$ cat src/rtl/withdraw_if.sv
// Handshake and data bundle between the menu FSM (master) and the balance
// sequencer (slave).
interface withdraw_if #(
  parameter int W     = 5,
  parameter int CNT_W = 4
);
  logic             start;
  logic             op;
  logic [W-1:0]     val;
  logic             load;
  logic [W-1:0]     load_val;
  logic [W-1:0]     bal;
  logic             busy;
  logic             done;
  logic             ok;
  logic             err;
  logic [CNT_W-1:0] tx_cnt;

  modport master (
    output start, op, val, load, load_val,
    input  bal, busy, done, ok, err, tx_cnt
  );

  modport slave (
    input  start, op, val, load, load_val,
    output bal, busy, done, ok, err, tx_cnt
  );
endinterface

$ cat src/rtl/withdraw_ctrl.sv
// ATM balance sequencer: multi-cycle deposit/withdraw with funds and overflow
// checking, reported through a START/BUSY/DONE handshake.
module withdraw_ctrl #(
  parameter int           W        = 5,
  parameter logic [W-1:0] INIT_BAL = '0,
  parameter int           CNT_W    = 4
) (
  input  logic      clk,
  input  logic      rst_n,
  withdraw_if.slave bus
);

  typedef enum logic [2:0] {IDLE, COMP, ADD, CHECK, FIN} state_t;

  state_t           state_q,  state_d;
  logic [W-1:0]     bal_q,    bal_d;
  logic [W-1:0]     opr_q,    opr_d;
  logic             ops_q,    ops_d;
  logic             cin_q,    cin_d;
  logic [W:0]       sum_q,    sum_d;
  logic             busy_q,   busy_d;
  logic             done_q,   done_d;
  logic             ok_q,     ok_d;
  logic             err_q,    err_d;
  logic [CNT_W-1:0] tx_cnt_q, tx_cnt_d;
  logic             pass;

  // Withdraw passes on carry out (no borrow); deposit passes when there is none.
  assign pass = ops_q ? sum_q[W] : ~sum_q[W];

  always_comb begin
    state_d  = state_q;
    bal_d    = bal_q;
    opr_d    = opr_q;
    ops_d    = ops_q;
    cin_d    = cin_q;
    sum_d    = sum_q;
    done_d   = 1'b0;
    ok_d     = ok_q;
    err_d    = err_q;
    tx_cnt_d = tx_cnt_q;

    case (state_q)
      IDLE: begin
        if (bus.load) begin
          bal_d = bus.load_val;
        end else if (bus.start) begin
          opr_d   = bus.val;
          ops_d   = bus.op;
          ok_d    = 1'b0;
          err_d   = 1'b0;
          state_d = COMP;
        end
      end
      COMP: begin
        opr_d   = ops_q ? ~opr_q : opr_q;
        cin_d   = ops_q;
        state_d = ADD;
      end
      ADD: begin
        sum_d   = {1'b0, bal_q} + {1'b0, opr_q} + {{W{1'b0}}, cin_q};
        state_d = CHECK;
      end
      CHECK: begin
        if (pass) begin
          bal_d    = sum_q[W-1:0];
          ok_d     = 1'b1;
          tx_cnt_d = tx_cnt_q + 1'b1;
        end else begin
          err_d = 1'b1;
        end
        done_d  = 1'b1;
        state_d = FIN;
      end
      FIN: begin
        state_d = IDLE;
      end
      default: begin
        state_d = IDLE;
      end
    endcase

    busy_d = (state_d != IDLE);
  end

  always_ff @(posedge clk or negedge rst_n) begin
    if (!rst_n) begin
      state_q  <= IDLE;
      bal_q    <= INIT_BAL;
      opr_q    <= '0;
      ops_q    <= 1'b0;
      cin_q    <= 1'b0;
      sum_q    <= '0;
      busy_q   <= 1'b0;
      done_q   <= 1'b0;
      ok_q     <= 1'b0;
      err_q    <= 1'b0;
      tx_cnt_q <= '0;
    end else begin
      state_q  <= state_d;
      bal_q    <= bal_d;
      opr_q    <= opr_d;
      ops_q    <= ops_d;
      cin_q    <= cin_d;
      sum_q    <= sum_d;
      busy_q   <= busy_d;
      done_q   <= done_d;
      ok_q     <= ok_d;
      err_q    <= err_d;
      tx_cnt_q <= tx_cnt_d;
    end
  end

  assign bus.bal    = bal_q;
  assign bus.busy   = busy_q;
  assign bus.done   = done_q;
  assign bus.ok     = ok_q;
  assign bus.err    = err_q;
  assign bus.tx_cnt = tx_cnt_q;

endmodule

$ cat src/flat_wrapper.sv
// flat-port wrapper written by rule: the top's interface ports become plain ports
module withdraw_ctrl_flat 
#(
  parameter int           W        = 5,
  parameter logic [W-1:0] INIT_BAL = '0,
  parameter int           CNT_W    = 4
)
  (clk, rst_n, bus_start, bus_op, bus_val, bus_load, bus_load_val, bus_bal, bus_busy, bus_done, bus_ok, bus_err, bus_tx_cnt);
  withdraw_if #(.W(W), .CNT_W(CNT_W)) bus_i ();
  input  logic clk;
  input  logic rst_n;
  input wire logic [$bits(bus_i.start)-1:0] bus_start;
  input wire logic [$bits(bus_i.op)-1:0] bus_op;
  input wire logic [$bits(bus_i.val)-1:0] bus_val;
  input wire logic [$bits(bus_i.load)-1:0] bus_load;
  input wire logic [$bits(bus_i.load_val)-1:0] bus_load_val;
  output wire logic [$bits(bus_i.bal)-1:0] bus_bal;
  output wire logic [$bits(bus_i.busy)-1:0] bus_busy;
  output wire logic [$bits(bus_i.done)-1:0] bus_done;
  output wire logic [$bits(bus_i.ok)-1:0] bus_ok;
  output wire logic [$bits(bus_i.err)-1:0] bus_err;
  output wire logic [$bits(bus_i.tx_cnt)-1:0] bus_tx_cnt;
  assign bus_i.start = bus_start;
  assign bus_i.op = bus_op;
  assign bus_i.val = bus_val;
  assign bus_i.load = bus_load;
  assign bus_i.load_val = bus_load_val;
  assign bus_bal = bus_i.bal;
  assign bus_busy = bus_i.busy;
  assign bus_done = bus_i.done;
  assign bus_ok = bus_i.ok;
  assign bus_err = bus_i.err;
  assign bus_tx_cnt = bus_i.tx_cnt;
  withdraw_ctrl #(.W(W), .INIT_BAL(INIT_BAL), .CNT_W(CNT_W)) u_core (.clk(clk), .rst_n(rst_n), .bus(bus_i));
endmodule
$ cat config.mk
export PLATFORM = sky130hd
export DESIGN_NAME = withdraw_ctrl_flat
export DESIGN_NICKNAME = d
export VERILOG_FILES = /design/src/rtl/withdraw_if.sv /design/src/rtl/withdraw_ctrl.sv /design/src/flat_wrapper.sv
export SDC_FILE = /design/constraint.sdc
export NUM_CORES = 1
export LEC_CHECK = 0
export ABC_AREA = 1
export CAP_MARGIN = 20
export CORE_MARGIN = 5
export CORE_UTILIZATION = 55
export CTS_CLUSTER_DIAMETER = 40
export DETAILED_ROUTE_END_ITERATION = 10
export GPL_TIMING_DRIVEN = 0
export PLACE_DENSITY = 0.83
export SLEW_MARGIN = 20
export SYNTH_ARGS = -nofsm -noshare
export SYNTH_HDL_FRONTEND = slang
export SYNTH_SLANG_ARGS = --single-unit
$ cat constraint.sdc
create_clock -name clk -period 2.5 [get_ports clk]
set_input_delay 0.5 -clock clk [delete_from_list [all_inputs] [get_ports clk]]
set_output_delay 0.5 -clock clk [all_outputs]
set_load 0.01 [all_outputs]
==> metrics, run 1 <==
outcome completed; Setup violations, final 0; Post-Syn Area per Cell 7.82 um2; die footprint 3930 um2; TritonCTS clock tree done; first-pass GRT wire length 6000 um; Layout Nets 251; Setup Crit Path Kind flip-flop to output port; clk sinks 29; core area 2710 um2; layout cells sized above 1 6.96%; Max stage delay on crit path 560 ps; worst-case clock buffer depth 2; post-CTS setup buffer count 0; Worst Max-Slew Pin Slew 636 ps; Fillers 231; setup TNS 0 ps; P_sw 1.12 mW; Final HPWL DP 2550 um; worst skew pair latency 330 ps; delay-heaviest family, CP buffers and inverters; Core Rows 19; Antenna Nets Post-Route 0; most frequent cells in the layout 89 x nand2_1, 29 x dfrtp_1, 26 x clkdlybuf4s50_1, 22 x nand3_1, 19 x inv_1; Vias 1365; R2R Setup Slk 810 ps; pin count of the biggest net entering global routing 30; chip height 62.7 um; post-route minimum period 1820 ps; VDD IR max 0.000937 V; CP arrival 1320 ps; Num CTS Buffers 5; gr usage total 19.0%; register area 726 um2; Post-CTS Resized 0; gpl congestion 0.814; H-Tree Depth 2; post-route cell area 1900 um2; I/O pins 28; relative slew slack 57.6%; Worst Skew 15.3 ps; CP Max Fanout 4; combinational share of power 52.8%; Layout area overhead 24.5%; area leader, netlist dfrtp_1; Vias/cell 5.23; final WL 3330 um; grt total ovfl 0; Post-DP Area 1830 um2; internal power 1.42 mW; syn nets 217; Synth cell types 19; sequential element share of the synthesized area 47.6%; Cells after Synth 195; Initial Util 56.3%; period utilization 72.8%; critical path cell sequence clkdlybuf4s50_1; Fin. Hold Viols 0; Buffers & Inverters on Critical Path 1; vias in the first global route 1351; Worst Hold Class input port to async pin; initial antenna violation count 0; max-cap violations 0; DRC errors left 0; Sw Ratio 44.1%; clock share of power 13.0%; Area contributors post-synth dfrtp_1 48%, nand2_1 22%, nand3_1 7.2%, inv_1 4.7%, ha_1 4.1%; hold slack final 170 ps; Max Clock Freq 550 MHz; Post-Syn Area 1530 um2; post-synth top area share 47.6%; max-slew violations 0; Yosys warnings 0; WL/cell 12.8 um; power density over the cells 1340 nW/um2; RSZ-0062 raised after global routing false; Worst EP required 2000 ps; drt pass-1 iters 4; Yosys reg bits 29; Worst-path clk slew 100 ps; n_diodes 0; multi-input logic area 723 um2; crit path capture type output port; CP Launch Type flip-flop; Root Buffer clkbuf_4; Flop pwr share 34.2%; Die W 62.7 um; CTS Hold Bufs 0; leakage 1.03 nW; # port buffers 27; Iteration-0 DRC Markers 108; slowest CP cell clkdlybuf4s50_1; most common cell after layout, fill and taps aside nand2_1
==> metal layers <==
metal	global-route usage, %	up-vias	wire [um]
met5	0	-	0
met4	7.16	0	41
met3	8.09	7	242
met2	31.3	49	1590
met1	21.8	627	1460
li1	-	682	-
==> synth_stat cells, drive strengths merged <==
cell / n
o21a: 1
nand3: 23
inv: 19
buf: 1
nand2: 92
xnor2: 3
a21oi: 4
nor3: 1
ha: 5
nand3b: 2
dfrtp: 29
o21ai: 4
nor2: 8
fa: 2
nand4: 1
==> power groups by stage <==
stage	logic, mW	registers [mW]	clock network [mW]
3_5_place_dp	1.34	0.878	0
3_3_place_gp	1.26	0.866	0
6_report	1.34	0.872	0.331
5_1_grt	1.52	0.910	0.368
4_1_cts	1.35	0.869	0.339
2_1_floorplan	0.857	0.890	0
==> cells by family (layout without fill, tap and decap cells) <==
group,after synthesis,count (layout),share of synthesized area [%]
buffers and inverters,20,55,5.00
adder cells (fa/ha/maj),7,7,6.73
flip-flops,29,29,47.6
XOR/XNOR,3,3,1.72
AO/OA/AOI/OAI,9,9,3.12
AND/OR/NAND/NOR,127,127,35.8
==> worst paths after layout <==
| check | startpoint | end | depth (start not counted) |
|---|---|---|---|
| min reg2reg | u_core.opr_q[0] | u_core.opr_q[0] | 2 |
| min in group clk | u_core.opr_q[0] | u_core.opr_q[0] | 2 |
| max in group asynchronous | rst_n | u_core.opr_q[0] | 1 |
| min | rst_n | u_core.bus.bal[1] | 1 |
| max reg2reg | u_core.bus.bal[0] | u_core.sum_q[4] | 9 |
| max | u_core.bus.bal[1] | bus_bal[1] | 1 |
==> sequential cells by signal, indices dropped and copies added, names as in the netlist <==
name,flops
u_core.state_q,3
u_core.bus.done,1
u_core.bus.tx_cnt,4
u_core.bus.ok,1
u_core.bus.err,1
u_core.bus.bal,5
u_core.sum_q,6
u_core.ops_q,1
u_core.cin_q,1
u_core.bus.busy,1
u_core.opr_q,5
==> through the flow <==
step	instances	power [mW]	util (%)	worst slack (ps)
floorplan	195	1.75	-	938
global placement	253	2.13	67.7	495
detailed placement	253	2.21	67.5	620
CTS	261	2.55	70.1	665
global route	261	2.80	70.1	605
finish	261	2.55	70.1	681
==> layout make-up <==
type / instances / share of cell area (%)
plain buffers: 1 / 0.264
clock buffers: 7 / 3.43
clock inverters: 1 / 0.264
inverters: 19 / 3.75
multi-input cells: 146 / 38.1
flip-flops and latches: 29 / 38.2
well taps: 31 / 2.04
repair buffers: 27 / 14.0
Power figures use the tool's default switching activity.
==> inputs of run 2 (changes only) <==
--- a/config.mk
+++ b/config.mk
@@ -8,11 +8,11 @@
 export ABC_AREA = 1
 export CAP_MARGIN = 20
 export CORE_MARGIN = 5
-export CORE_UTILIZATION = 55
+export CORE_UTILIZATION = 51
 export CTS_CLUSTER_DIAMETER = 40
 export DETAILED_ROUTE_END_ITERATION = 10
 export GPL_TIMING_DRIVEN = 0
-export PLACE_DENSITY = 0.83
+export PLACE_DENSITY = 0.78
 export SLEW_MARGIN = 20
 export SYNTH_ARGS = -nofsm -noshare
 export SYNTH_HDL_FRONTEND = slang
==> constraint.sdc (replaced) <==
create_clock -name clk -period 1.8 [get_ports clk]
set_input_delay 0.36 -clock clk [delete_from_list [all_inputs] [get_ports clk]]
set_output_delay 0.36 -clock clk [all_outputs]
set_load 0.01 [all_outputs]
==> run 2 against run 1 <==
  * Combinational power rose by 38%
  * Global-route usage shrank 1.2 points
  * Worst hold slack worse by 130 ps
  * First-iteration DRC count is 19% lower
  * Critical path depth did not move
  * Utilization shrank 2.8 points
  * Total power grew 36%
  * Clock skew is 13 ps lower
  * Sequential cell count did not move
  * Clock-buffer cell count is the same
  * Largest cell class unchanged
  * Highest routed layer unchanged
==> metrics, run 2 (synthesized netlist as in run 1, its figures left out) <==
outcome completed; Max Clock Freq 591 MHz; Worst Max-Slew Pin Slew 620 ps (-16.8 ps); slowest CP cell clkdlybuf4s50_1; CTS Hold Bufs 0 (unchanged); WL/cell 12.6 um (-1.6%); Root Buffer clkbuf_4; I/O pins 28 (unchanged); Worst EP required 1440 ps (-560 ps); worst reg2reg path startpoint u_core.bus.bal[0]; Worst-path clk slew 90 ps (about the same); post-CTS setup buffer count 0 (unchanged); gr usage total 17.8% (-1.2 points); R2R Setup Slk 170 ps (-640 ps); multi-input logic area 726 um2 (+0.35%); worst-case clock buffer depth 2 (unchanged); clk sinks 29 (unchanged); Worst Hold Class input port to async pin; Buffers & Inverters on Critical Path 1 (unchanged); worst skew pair latency 320 ps (about the same); TritonCTS clock tree done; leakage 1.02 nW (-1.2%); max reg flops 6 (unchanged); layout cells sized above 1 6.99% (+0.030 points); Core Rows 19 (unchanged); delay-heaviest family, CP buffers and inverters; Setup violations, final 0 (unchanged); critical path cell sequence clkdlybuf4s50_1; relative slew slack 58.7% (+1.1 points); gpl congestion 0.875 (+7.6%); DRC errors left 0 (unchanged); Num CTS Buffers 5 (unchanged); die footprint 4180 um2 (+6.6%); Fillers 245 (+6.1%); power density over the cells 1840 nW/um2 (+37%); CP Max Fanout 4 (unchanged); Post-Place Cells 253 (unchanged); Initial Util 54.4% (-1.9 points); vias in the first global route 1334 (-1.3%); Worst Skew 2.37 ps (-12.9 ps); Die W 64.7 um (+3.2%); H-Tree Depth 2 (unchanged); CP arrival 1330 ps (about the same); core area 2810 um2 (+3.5%); RSZ-0062 raised after global routing false; first-pass GRT wire length 5730 um (-4.4%); Largest Register u_core.sum_q; Antenna Nets Post-Route 0 (unchanged); Vias/cell 5.21 (-0.35%); setup TNS 0 ps (unchanged); Max stage delay on crit path 570 ps (about the same); period utilization 94.0%; drt pass-1 iters 4 (unchanged); Critical Path Start u_core.bus.bal[1]; Vias 1355 (-0.73%); Layout Nets 251 (unchanged); crit path capture type output port; # port buffers 27 (unchanged); Layout area overhead 23.7%; CP Launch Type flip-flop; final non-filler cell total 260 (-0.38%); Setup Crit Path Kind flip-flop to output port; final WL 3270 um (-2.0%); register area 726 um2 (unchanged); n_diodes 0 (unchanged); Fin. Hold Viols 0 (unchanged); Iteration-0 DRC Markers 88 (-19%); grt total ovfl 0 (unchanged); initial antenna violation count 0 (unchanged); VDD IR max 0.000975 V (+4.1%); pin count of the biggest net entering global routing 30 (unchanged); most common cell after layout, fill and taps aside nand2_1; max-cap violations 0 (unchanged); post-route minimum period 1690 ps; max-slew violations 0 (unchanged); chip height 64.7 um (+3.2%); most frequent cells in the layout 89 x nand2_1, 29 x dfrtp_1, 26 x clkdlybuf4s50_1, 22 x nand3_1, 18 x inv_1; Final HPWL DP 2500 um (-1.8%)
run 2: stage by stage:
step	worst slack (ps)	power [mW]	utilization (%)	cell area, um2	hold slack, ps
6_report	109	3.47	67.3	1890	37.5
5_1_grt	15.9	3.83	67.3	1890	89.4
4_1_cts	101	3.46	67.2	1880	53.2
3_5_place_dp	87.8	3.06	65.2	1830	415
3_3_place_gp	-83.4	2.99	65.4	1830	456
2_1_floorplan	238	2.43	-	1530	64.4
run 2: final timing paths:
| check | to | cells after the start |
|---|---|---|
| worst min register to register | u_core.opr_q[0] | 2 |
| min in group clk | u_core.opr_q[0] | 2 |
| worst max-delay path | bus_bal[1] | 1 |
| worst min-delay path | u_core.bus.bal[0] | 1 |
| worst max register to register | u_core.sum_q[4] | 9 |
| max in group asynchronous | u_core.bus.err | 1 |
run 2: layer usage:
| layer | GRT usage, % | routed length, um | up-vias |
|---|---|---|---|
| met5 | 0 | 0 | - |
| met4 | 8.71 | 93 | 0 |
| met3 | 6.56 | 214 | 12 |
| met2 | 28.6 | 1480 | 52 |
| met1 | 21.2 | 1480 | 605 |
| li1 | - | - | 686 |
run 2: area by class of cell:
type | instances | share of cell area, %
sequential | 29 | 38.5
multi-input combinational | 146 | 38.5
timing repair buffer | 27 | 14.1
inverter | 19 | 3.78
clock buffer | 7 | 2.92
tap | 31 | 2.06
buffer | 1 | 0.265
run 2: power by group:
group	switching, mW	leakage (nW)	internal [mW]
logic	1.06	0.625	0.790
registers	0.248	0.358	0.964
clock network	0.215	0.0314	0.184
total	1.53	1.02	1.94
run 2: what timing repair did:
action / in CTS / in global routing
setup endpoints to repair: 0 / 1
endpoints found under the hold margin: 0 / 0
gates resized for setup: 0 / 2
==> inputs of run 3 (changes only) <==
--- a/config.mk
+++ b/config.mk
@@ -5,14 +5,15 @@
 export SDC_FILE = /design/constraint.sdc
 export NUM_CORES = 1
 export LEC_CHECK = 0
-export ABC_AREA = 1
 export CAP_MARGIN = 20
 export CORE_MARGIN = 5
-export CORE_UTILIZATION = 51
+export CORE_UTILIZATION = 52
 export CTS_CLUSTER_DIAMETER = 40
 export DETAILED_ROUTE_END_ITERATION = 10
 export GPL_TIMING_DRIVEN = 0
-export PLACE_DENSITY = 0.78
+export HOLD_SLACK_MARGIN = 0.1
+export PLACE_DENSITY = 0.79
+export SETUP_SLACK_MARGIN = 0.05
 export SLEW_MARGIN = 20
 export SYNTH_ARGS = -nofsm -noshare
 export SYNTH_HDL_FRONTEND = slang
==> run 3 against run 2 <==
  * Die area fell by 0.12%
  * Final area grew 3.8%
  * Synthesized cell count shrank 30%
  * Fmax increased by 0.92%
  * Worst setup slack improved by 15 ps
  * Sequential share of layout area fell by 1.3 points
  * Final cell count down 22%
  * Global-route usage decreased by 1.2 points
==> metrics, run 3 <==
Worst-path clk slew 90 ps (about the same); worst skew pair latency 330 ps (about the same); crit path capture type output port; Yosys reg bits 29 (unchanged); CP Max Fanout 4 (unchanged); WL/cell 15.3 um (+22%); chip height 64.6 um (about the same); drt pass-1 iters 4 (unchanged); pin count of the biggest net entering global routing 30 (unchanged); Synth cell types 36 (+17); Layout Nets 194 (-23%); grt total ovfl 0 (unchanged); Cells after Synth 137 (-30%); slowest CP cell clkdlybuf4s50_1; Finished Core Util 69.8% (+2.5 points); CP Launch Type flip-flop; ys async rst share 100% (unchanged); H-Tree Depth 2 (unchanged); Worst Hold Class flip-flop to flip-flop; Area contributors post-synth dfrtp_1 47%, mux2i_1 7.1%, mux2_2 5.1%, ha_1 4.0%, mux2_4 3.9%; max-cap violations 0 (unchanged); vias in the first global route 1207 (-9.5%); leakage 0.899 nW (-11%); Root Buffer clkbuf_4; Die W 64.6 um (about the same); Post-DP Area 1860 um2 (+1.5%); most common cell after layout, fill and taps aside dfrtp_1; layout cells sized above 1 19.1% (+12 points); Num CTS Buffers 5 (unchanged); max reg flops 6 (unchanged); Fin. Hold Viols 0 (unchanged); Antenna Nets Post-Route 0 (unchanged); n_diodes 0 (unchanged); Buffers & Inverters on Critical Path 1 (unchanged); Iteration-0 DRC Markers 35 (-60%); register area 727 um2 (+0.17%); area leader, netlist dfrtp_1; core area 2810 um2 (unchanged); top-count cell post-synth dfrtp_1; Core Rows 19 (unchanged); I/O pins 28 (unchanged); Fillers 237 (-3.3%); # port buffers 27 (unchanged); Vias/cell 5.57 (+6.9%); Post-Syn Area 1550 um2 (+1.8%); gpl congestion 0.892 (+2.0%); power density over the cells 1930 nW/um2 (+5.3%); die footprint 4180 um2 (-0.12%); Setup violations, final 0 (unchanged); CP arrival 1320 ps (about the same); Final HPWL DP 2360 um (-5.7%); final WL 3110 um (-4.7%); Largest Register u_core.sum_q; period utilization 93.1% (-0.86 points); post-route cell area 1960 um2 (+3.8%); Vias 1136 (-16%); outcome completed; syn nets 159 (-27%); Post-Syn Area per Cell 11.3 um2 (+45%); multiplexer share of the synthesized area 16.0% (+16 points); largest family of logic cells by synthesized area multiplexers; setup TNS 0 ps (unchanged); gr usage total 16.6% (-1.2 points); Post-Synth Adder-Cell Area 6.61% (-0.12 points); post-route minimum period 1680 ps (-15.4 ps); Post-synth top flop dfrtp_1; initial antenna violation count 0 (unchanged); sequential element share of the synthesized area 46.7% (-0.84 points); post-synthesis compound-gate area fraction 8.54% (+5.4 points); clk sinks 29 (unchanged); Post-Synth XOR/XNOR Area 3.38% (+1.7 points); simple-gate area share of the yosys netlist 13.4% (-22 points); Worst Skew 14.7 ps (+12.3 ps); Yosys warnings 0 (unchanged); leading post-synthesis cells by instance count 29 x dfrtp_1, 13 x nand2_1, 12 x inv_1, 11 x mux2i_1, 7 x mux2_2; Max stage delay on crit path 570 ps (about the same); worst-case clock buffer depth 2 (unchanged); max-slew violations 0 (unchanged); critical path cell sequence clkdlybuf4s50_1; Worst Max-Slew Pin Slew 646 ps (+26.3 ps); EDFF count, synth 0 (unchanged); Worst EP required 1440 ps (about the same); post-synth top area share 46.7% (-0.84 points); TritonCTS clock tree done; DRC errors left 0 (unchanged); Setup Crit Path Kind flip-flop to output port; multi-input logic area 749 um2 (+3.3%); delay-heaviest family, CP buffers and inverters; Initial Util 55.4% (+0.98 points); RSZ-0062 raised after global routing false; relative slew slack 56.9% (-1.8 points); Layout area overhead 26.1%; VDD IR max 0.000984 V (+0.94%); most frequent cells in the layout 28 x dfrtp_1, 26 x clkdlybuf4s50_1, 13 x nand2_1, 12 x inv_1, 11 x mux2i_1; hold slack final 474 ps (+436 ps); Max Clock Freq 597 MHz (+0.92%); first-pass GRT wire length 5360 um (-6.5%)
==> run 3: cell types whose count changed in the layout (fill, tap and decap cells not counted), moves of 3 or more <==
cell,previous run,this run
xor2_1,0,4
nand2_2,3,0
nand2_1,89,13
mux2i_1,0,11
mux2_2,0,7
nor3_1,1,6
inv_1,18,12
mux2_4,0,4
nand3_1,22,4
==> run 3: kinds of logic after synthesis <==
kind of cell             Yosys count
XOR/XNOR                           6
flip-flops                        29
adder cells (fa/ha/maj)            7
buffers and inverters             18
AND/OR/NAND/NOR                   39
multiplexers                      22
AO/OA/AOI/OAI                     16
==> run 3: power by group <==
| part | switching (mW) | internal, mW |
|---|---|---|
| clock network | 0.227 | 0.332 |
| logic | 0.963 | 1.03 |
| registers | 0.256 | 0.979 |
==> run 3: final timing paths <==
check / end / slack (ps) / cells past startpoint / from
max reg2reg: u_core.bus.bal[1] / 140 / 4 / u_core.state_q[0]
max in group asynchronous: u_core.bus.bal[1] / 760 / 2 / rst_n
min: u_core.bus.tx_cnt[3] / 470 / 1 / u_core.bus.tx_cnt[3]
max: bus_tx_cnt[0] / 120 / 1 / u_core.bus.tx_cnt[0]
min in group asynchronous: u_core.bus.busy / 590 / 2 / rst_n
min reg2reg: u_core.bus.tx_cnt[3] / 470 / 1 / u_core.bus.tx_cnt[3]
==> run 3: layer usage <==
metal / track usage, % / wire length [um]
met5: 0 / 0
met2: 30.0 / 1620
met4: 5.01 / 34
met1: 19.1 / 1330
met3: 4.66 / 132
==> run 3: what timing repair did <==
action                     in CTS  in global routing
hold endpoints to repair       29                  0
setup buffers                   0                  0
setup endpoints to repair       0                  2
hold buffers                    1                  0
resized for setup               0                  2
==> run 3: cell type report <==
| class | instances | area share, % |
|---|---|---|
| plain buffers | 6 | 1.92 |
| multi-input cells | 90 | 38.3 |
| clock inverters | 1 | 1.53 |
| repair buffers | 28 | 14.1 |
| inverters | 12 | 2.30 |
| flip-flops and latches | 29 | 37.1 |
| clock buffers | 7 | 2.81 |
| well taps | 31 | 1.98 |
==> run 3: metrics by stage <==
stage	instances	worst slack (ps)	power [mW]
finish	204	124	3.79
global route	204	65.0	4.09
CTS	204	62.2	3.80
detailed placement	195	-149	3.24
global placement	195	-123	3.12
floorplan	137	203	2.59
